`src/rtl/fetch_ctrl.sv`:
```
// fetch_ctrl: instruction-fetch PC sequencer.
// Holds the fetch PC, applies redirects by priority, and parks redirects that
// arrive during a stall until the stall lifts. Also drives the instruction SRAM
// enable and flags misaligned fetch addresses.
module fetch_ctrl #(
  parameter logic [31:0] RESET_PC = 32'hBFC0_0000
) (
  input  logic        clk,
  input  logic        resetn,
  input  logic        stall_f,
  input  logic        flush_exc,
  input  logic [31:0] exc_pc,
  input  logic [1:0]  pc_src,
  input  logic [31:0] branch_target,
  input  logic [31:0] jump_target,
  input  logic [31:0] jr_target,
  output logic [31:0] pc_f,
  output logic        inst_sram_en,
  output logic [31:0] inst_sram_addr,
  output logic        fetch_valid,
  output logic        addr_err_f
);

  typedef enum logic [1:0] {
    BOOT = 2'd0,
    RUN  = 2'd1,
    HOLD = 2'd2
  } state_t;

  state_t      state_r, state_nxt_s;
  logic [31:0] pc_r, pc_nxt_s;
  logic        pend_valid_r, pend_valid_nxt_s;
  logic [31:0] pend_pc_r, pend_pc_nxt_s;
  logic [31:0] src_target_s;
  logic        addr_err_s;

  // Select the redirect target named by pc_src; PLUS4 wraps at 32 bits.
  always_comb begin
    src_target_s = pc_r + 32'd4;
    case (pc_src)
      2'b00:   src_target_s = pc_r + 32'd4;
      2'b01:   src_target_s = branch_target;
      2'b10:   src_target_s = jump_target;
      2'b11:   src_target_s = jr_target;
      default: src_target_s = pc_r + 32'd4;
    endcase
  end

  // Next-state, next-PC and redirect-buffer logic.
  always_comb begin
    state_nxt_s      = state_r;
    pc_nxt_s         = pc_r;
    pend_valid_nxt_s = pend_valid_r;
    pend_pc_nxt_s    = pend_pc_r;
    case (state_r)
      BOOT: begin
        // Redirect inputs are ignored here; the first real fetch is RESET_PC.
        state_nxt_s = RUN;
        pc_nxt_s    = RESET_PC;
      end
      RUN, HOLD: begin
        if (flush_exc) begin
          // Exception redirect wins even over a stall and drops any parked redirect.
          state_nxt_s      = RUN;
          pc_nxt_s         = exc_pc;
          pend_valid_nxt_s = 1'b0;
        end else if (stall_f) begin
          // Hold the address; remember the most recent redirect seen while stalled.
          state_nxt_s = HOLD;
          pc_nxt_s    = pc_r;
          if (pc_src != 2'b00) begin
            pend_valid_nxt_s = 1'b1;
            pend_pc_nxt_s    = src_target_s;
          end else begin
            pend_valid_nxt_s = pend_valid_r;
            pend_pc_nxt_s    = pend_pc_r;
          end
        end else if (pend_valid_r) begin
          // A parked redirect takes precedence over whatever pc_src says now.
          state_nxt_s      = RUN;
          pc_nxt_s         = pend_pc_r;
          pend_valid_nxt_s = 1'b0;
        end else begin
          state_nxt_s      = RUN;
          pc_nxt_s         = src_target_s;
          pend_valid_nxt_s = 1'b0;
        end
      end
      default: begin
        state_nxt_s      = BOOT;
        pc_nxt_s         = RESET_PC;
        pend_valid_nxt_s = 1'b0;
        pend_pc_nxt_s    = 32'd0;
      end
    endcase
  end

  // State, PC and redirect-buffer registers with synchronous active-low reset.
  always_ff @(posedge clk) begin
    if (!resetn) begin
      state_r      <= BOOT;
      pc_r         <= RESET_PC;
      pend_valid_r <= 1'b0;
      pend_pc_r    <= 32'd0;
    end else begin
      state_r      <= state_nxt_s;
      pc_r         <= pc_nxt_s;
      pend_valid_r <= pend_valid_nxt_s;
      pend_pc_r    <= pend_pc_nxt_s;
    end
  end

  // Fetch-side outputs decoded from registered state and PC.
  always_comb begin
    addr_err_s = (pc_r[1:0] != 2'b00);
    if (state_r == BOOT) begin
      inst_sram_en = 1'b0;
      fetch_valid  = 1'b0;
    end else begin
      inst_sram_en = ~addr_err_s;
      fetch_valid  = 1'b1;
    end
  end

  assign pc_f           = pc_r;
  assign inst_sram_addr = pc_r;
  assign addr_err_f     = addr_err_s;

endmodule

```
`config.mk`:
```
export PLATFORM = sky130hd
export DESIGN_NAME = fetch_ctrl
export DESIGN_NICKNAME = d
export VERILOG_FILES = /design/src/rtl/fetch_ctrl.sv
export SDC_FILE = /design/constraint.sdc
export NUM_CORES = 1
export LEC_CHECK = 0
export ABC_AREA = 1
export ABC_CLOCK_PERIOD_IN_PS = 2100
export CORE_ASPECT_RATIO = 1.75
export CORE_MARGIN = 2
export CORE_UTILIZATION = 45
export DETAILED_ROUTE_END_ITERATION = 10
export PLACE_DENSITY = 0.83
export RECOVER_POWER = 25
export REMOVE_ABC_BUFFERS = 1
export SYNTH_ARGS = -nofsm -noshare
export SYNTH_HDL_FRONTEND = slang
export SYNTH_SLANG_ARGS = --single-unit
```
`constraint.sdc`:
```
create_clock -name clk -period 2.1 [get_ports clk]
set_clock_uncertainty 0.2 [all_clocks]
set_input_delay 0.42 -clock clk [delete_from_list [all_inputs] [get_ports clk]]
set_output_delay 0.42 -clock clk [all_outputs]
set_load 0.01 [all_outputs]
```
After elaboration in Yosys (flattened, before gate mapping)
Index checks and enable logic that the tools add are counted. Widths: inputs -> output; s select.

Register bits: 67. Latch bits: 0. RAM bits: 0. Bits in read-only memories: 0. Input bits: 134. Output and inout port bits: 67. Memories: 0.

$add $sub $neg: 1. $mul: 0. Divide/modulo/power cells: 0. $lt $le $gt $ge: 0. Equal/unequal tests: 10. Shift-type cells: 0. Mux-type cells: 17. Bitwise logic cells: 2. Reduce and logical (&&, ||, !) cells: 8.

Operators by type and width (number): $mux 32 (6); $pmux 32 s4 (1); $pmux 32 s2 (1); $add 32x3->32 const B (1); $eq 2x2->1 const B (3); $ne 2x2->1 const B (3); $mux 1 (5); $eq 2x1->1 const B (2); $logic_not 2->1 (2); $mux 2 (2); $ne 4x4->1 const B (1); $pmux 2 s2 (1); $reduce_and 2->1 (2); $reduce_and 4->1 (1); $reduce_bool 2->1 (2); $ne 2x1->1 const B (1); $not 1->1 (2); $pmux 1 s2 (1); $reduce_or 2->1 (1).

Logic depth before layout (Yosys ltp)
Word-level depth: 6. Mapped depth: 14. Depth with buffers taken out: 14.

Worst setup path before layout
Ideal clock, no wire load.

Path kind: reg-to-reg. Start point: reg pc_r[2] (netlist: inst_sram_addr[2]). End point: reg pc_r[28] (netlist: inst_sram_addr[28]). Library setup time: 0.121 ns. Data arrival time: 1.554 ns. Required time: 1.779 ns. Path slack: 0.225 ns. Cell stages (with the launch flop): 12. Buffers on the path: 0. Cells stage by stage: dfxtp_1 > ha_1 > nand2_2 > nor2_4 > nand3_2 > nor2_2 > nand2_1 > xor2_1 > nand2_1 > nand3_1 > nand2_1 > nand2_1.

Longest elaborated chain between the ends: 5.

Ends and longest elaborated chain: from (decl) (line 31) `logic [31:0] pc_r, pc_nxt_s;`; from (signal assigned) (line 107) `pc_r <= pc_nxt_s;`; $add 32x3->32; $pmux 32 s4 (line 40) `case (pc_src)`; $mux 32 (line 78) `end else if (pend_valid_r) begin`; $mux 32 (line 67) `end else if (stall_f) begin`; $mux 32 (line 62) `if (flush_exc) begin`.

No other way between the ends. The select of a mux whose other input is x is not followed. A chain may end at the register's enable or synchronous reset.

Worst setup path in the final report
Start point: reg pc_r[20] (netlist: inst_sram_addr[20]). End point: out pc_f[20].

RTL lines: to (decl) (line 17) `output logic [31:0] pc_f,`.

No word-level cell between the ends.

==> results_dict.tcl <==
set metrics [dict create \
    critPathCaptureType "primary output" \
    wire_per_inst_microns 16.8 \
    slew_headroom 0.728 \
    grt.total_usage 0.315 \
    hold_violations 0 \
    regToRegStartpoint "inst_sram_addr[2]$_SDFFE_PN0P_" \
    yosys_warnings 0 \
    detail_route.wirelength_microns 19600 \
    postCtsHoldBufs 0 \
    ant_nets 0 \
    via_per_inst 5.44 \
    mostFrequentLayoutCell "nand2_1" \
    worstPathMaxFanout 5 \
    maxSlewViolCount 0 \
    mostFrequentLayoutCells "297 x nand2_1, 185 x clkdlybuf4s50_1, 71 x inv_1" \
    p_clk_frac 0.369 \
    num_antenna_cells 0 \
    post_cts_buffers 0 \
    worst_pin_slew_ns 0.407 \
    slowest_delay_ns 0.54 \
    swShare 0.299 \
    cts_buffers 9 \
    htree_num_levels 3 \
    path_class "reg2out" \
    drt_first_pass_iters 6 \
    io_buffer_count 200 \
    tritoncts "built" \
    die_area_sq_um 12100 \
    syn-instance-count 831 \
    wl_met3_microns 1240 \
    cts.sinks 67 \
    antenna_found_initial 0 \
    worstPathCellList "buf_4 -> clkdlybuf4s50_1" \
    min_period_over_period 0.985 \
    p_int_mw 3.03 \
    layout.cells.non_filler 1168 \
    cts.path.max_buffers 2 \
    ys_ff_latch 67 \
    timing.fmax_ghz 0.483 \
    min_period_ns 2.07 \
    holdPathStages 2 \
    core_sq_um 11000 \
    p_comb_frac 0.303 \
    synth.largest_area_cell "dfxtp_1" \
    io_pins 201 \
    grt_pass1_wl_microns 29800 \
    worstPathRequired_ns 1.48 \
    final.fill_count 929 \
    post_route_cells_drive_above_1_share 0.125 \
    finish.utilization 0.697 \
    drv_cap 0 \
    syn_avg_cell_area_sq_um 6.06 \
    grt-ovfl-total 0 \
    cp_slowest_cell "clkdlybuf4s50_1" \
    top_layer "met4" \
    min-delay-path-class "reg2reg" \
    worst_hold_path.endpoint "pend_pc_r[13]$_SDFFE_PN0P_" \
    gp_congestion 0.958 \
    setup_violations 0 \
    placed_cells 1152 \
    p_sw_mw 1.29 \
    dp_hpwl_microns 14900 \
    synth_cell_types 37 \
    drt_iter0_drc 461 \
    hp-start "pend_pc_r[13]$_SDFFE_PN0P_" \
    p_leak_nw 3.27 \
    synthTopCellsByArea "dfxtp_1 27%, nand2_1 22%, a21oi_1 5.9%, buf_4 5.7%, inv_1 5.3%" \
    synth_area_sq_um 5040 \
    clockRootBuffer "clkbuf_16" \
    cp.arrival_ns 1.45 \
    grt_start_max_net_pins 23 \
    clock_latency_ns 0.34 \
    ir_worst_vdd_uv 505 \
    ff2ff_setup_slack_ns 0.10 \
    synth_top_cell_area_share 0.266 \
    dieWidth_microns 84.0 \
    routed-via-count 6355 \
    rows 51 \
    yosysSeqAreaShare 0.266 \
    crit_start "inst_sram_addr[20]$_SDFFE_PN0P_" \
    cp-start-kind "register" \
    seqPwrFrac 0.328 \
    status "finished, final reports clean" \
    drt-met1-wl_microns 6830 \
    powerDensity_nw_per_um2 562 \
    fin_nets 1168 \
    worstReg2RegEnd "inst_sram_addr[8]$_SDFFE_PN0P_" \
    drc 0 \
    syn2layout_area_growth_pct 52.8 \
    grt_pass1_vias 6148 \
    wl_met2_microns 10400 \
    clk_pin_slew_ns 0.06 \
    r2r_cells 8 \
    start_util 0.456 \
    hold_slack_ns 0.264 \
    die_h_microns 144 \
]
what timing repair did:
action                     4_1_cts  5_1_grt
setup endpoints to repair        6       27
gates cloned                     0        0
hold endpoints to repair         0        0
resized for setup                4        4
layout make-up:
cell class | count | area, sq um | area share
multi-input cells | 617 | 2990 | 0.389
repair buffers | 259 | 2590 | 0.337
flip-flops and latches | 67 | 1350 | 0.175
inverters | 77 | 289 | 0.0376
clock buffers | 13 | 270 | 0.0351
well taps | 132 | 165 | 0.0215
clock inverters | 3 | 45.0 | 0.00585
per-stage QoR:
step	power, mW	cell area, sq um	setup TNS [ns]	setup slack, ns
after global placement	2.72	7380	-4.09	-0.144
after detailed placement	2.74	7380	-5.72	-0.167
after floorplan	1.96	4610	-20.02	-0.618
after CTS	4.32	7690	0	0.0327
after global routing	4.49	7690	-0.0154	-0.0154
final	4.32	7690	0	0.0313
synth_stat cells:
cell type  instances
inv_1             71
a221oi_1           5
o31ai_1            1
nor2_2            10
inv_2              5
nor2_4             6
clkbuf_1          16
o22ai_1            1
a31o_2             1
nor3_1             4
a22o_1            10
xnor2_1            3
or2_2              5
nand2_1          297
dfxtp_1           67
buf_4             38
nand2_4            1
nand2_2            9
xor2_1             4
o21ai_0           33
and2_1             1
a211oi_1           1
clkinv_1           1
ha_1               3
nand3b_1           4
buf_2             16
nand4_1           13
nand3_2            5
o221ai_1          12
a21oi_1           59
a31oi_1            7
o2111ai_1          1
nand3_1           51
o21ai_1            3
o21a_1             1
a21oi_2            9
nor2_1            57
critical path: cells and delay by family (launching register included):
family	cells	cell delay, ns
buffers and inverters	2	0.72
flip-flops	1	0.39
routing by layer:
metal  vias up  track usage
met1      2902        0.313
met4         0        0.205
met3        79       0.0425
met5         -            0
li1       3064            -
met2       310        0.602
worst max-delay path by stage:
stage / end / slack (ns)
finish: pc_f[20] / 0.03
global route: pend_pc_r[11]$_SDFFE_PN0P_ / -0.02
CTS: pc_f[23] / 0.03
detailed placement: inst_sram_addr[4]$_SDFFE_PN0P_ / -0.17
global placement: inst_sram_addr[27]$_SDFFE_PN1P_ / -0.14
floorplan: inst_sram_addr[5]$_SDFFE_PN0P_ / -0.62
registers in the layout (all words and copies together) (netlist names):
| name | cells |
|---|---|
| inst_sram_addr | 32 |
| pend_pc_r | 32 |
| state_r | 2 |
| pend_valid_r | 1 |
power by group through the flow:
stage | Combinational (mW) | Clock, mW | Sequential (mW)
floorplan | 0.477 | 0 | 1.48
global placement | 1.29 | 0 | 1.44
detailed placement | 1.30 | 0 | 1.44
CTS | 1.31 | 1.60 | 1.41
global route | 1.40 | 1.66 | 1.42
finish | 1.31 | 1.60 | 1.42
cell families (layout without fill, tap and decap cells):
kind of cell / after synthesis / count (layout) / share of synthesized area
AOI/OAI and AO/OA: 144 / 144 / 0.175
xor gates and xnor gates: 7 / 7 / 0.0122
adders and majority gates: 3 / 3 / 0.00745
buffers and inverters: 147 / 352 / 0.142
DFF: 67 / 67 / 0.266
and+or+nand+nor: 463 / 463 / 0.397
Note: power is estimated with default switching activity, not from simulation.
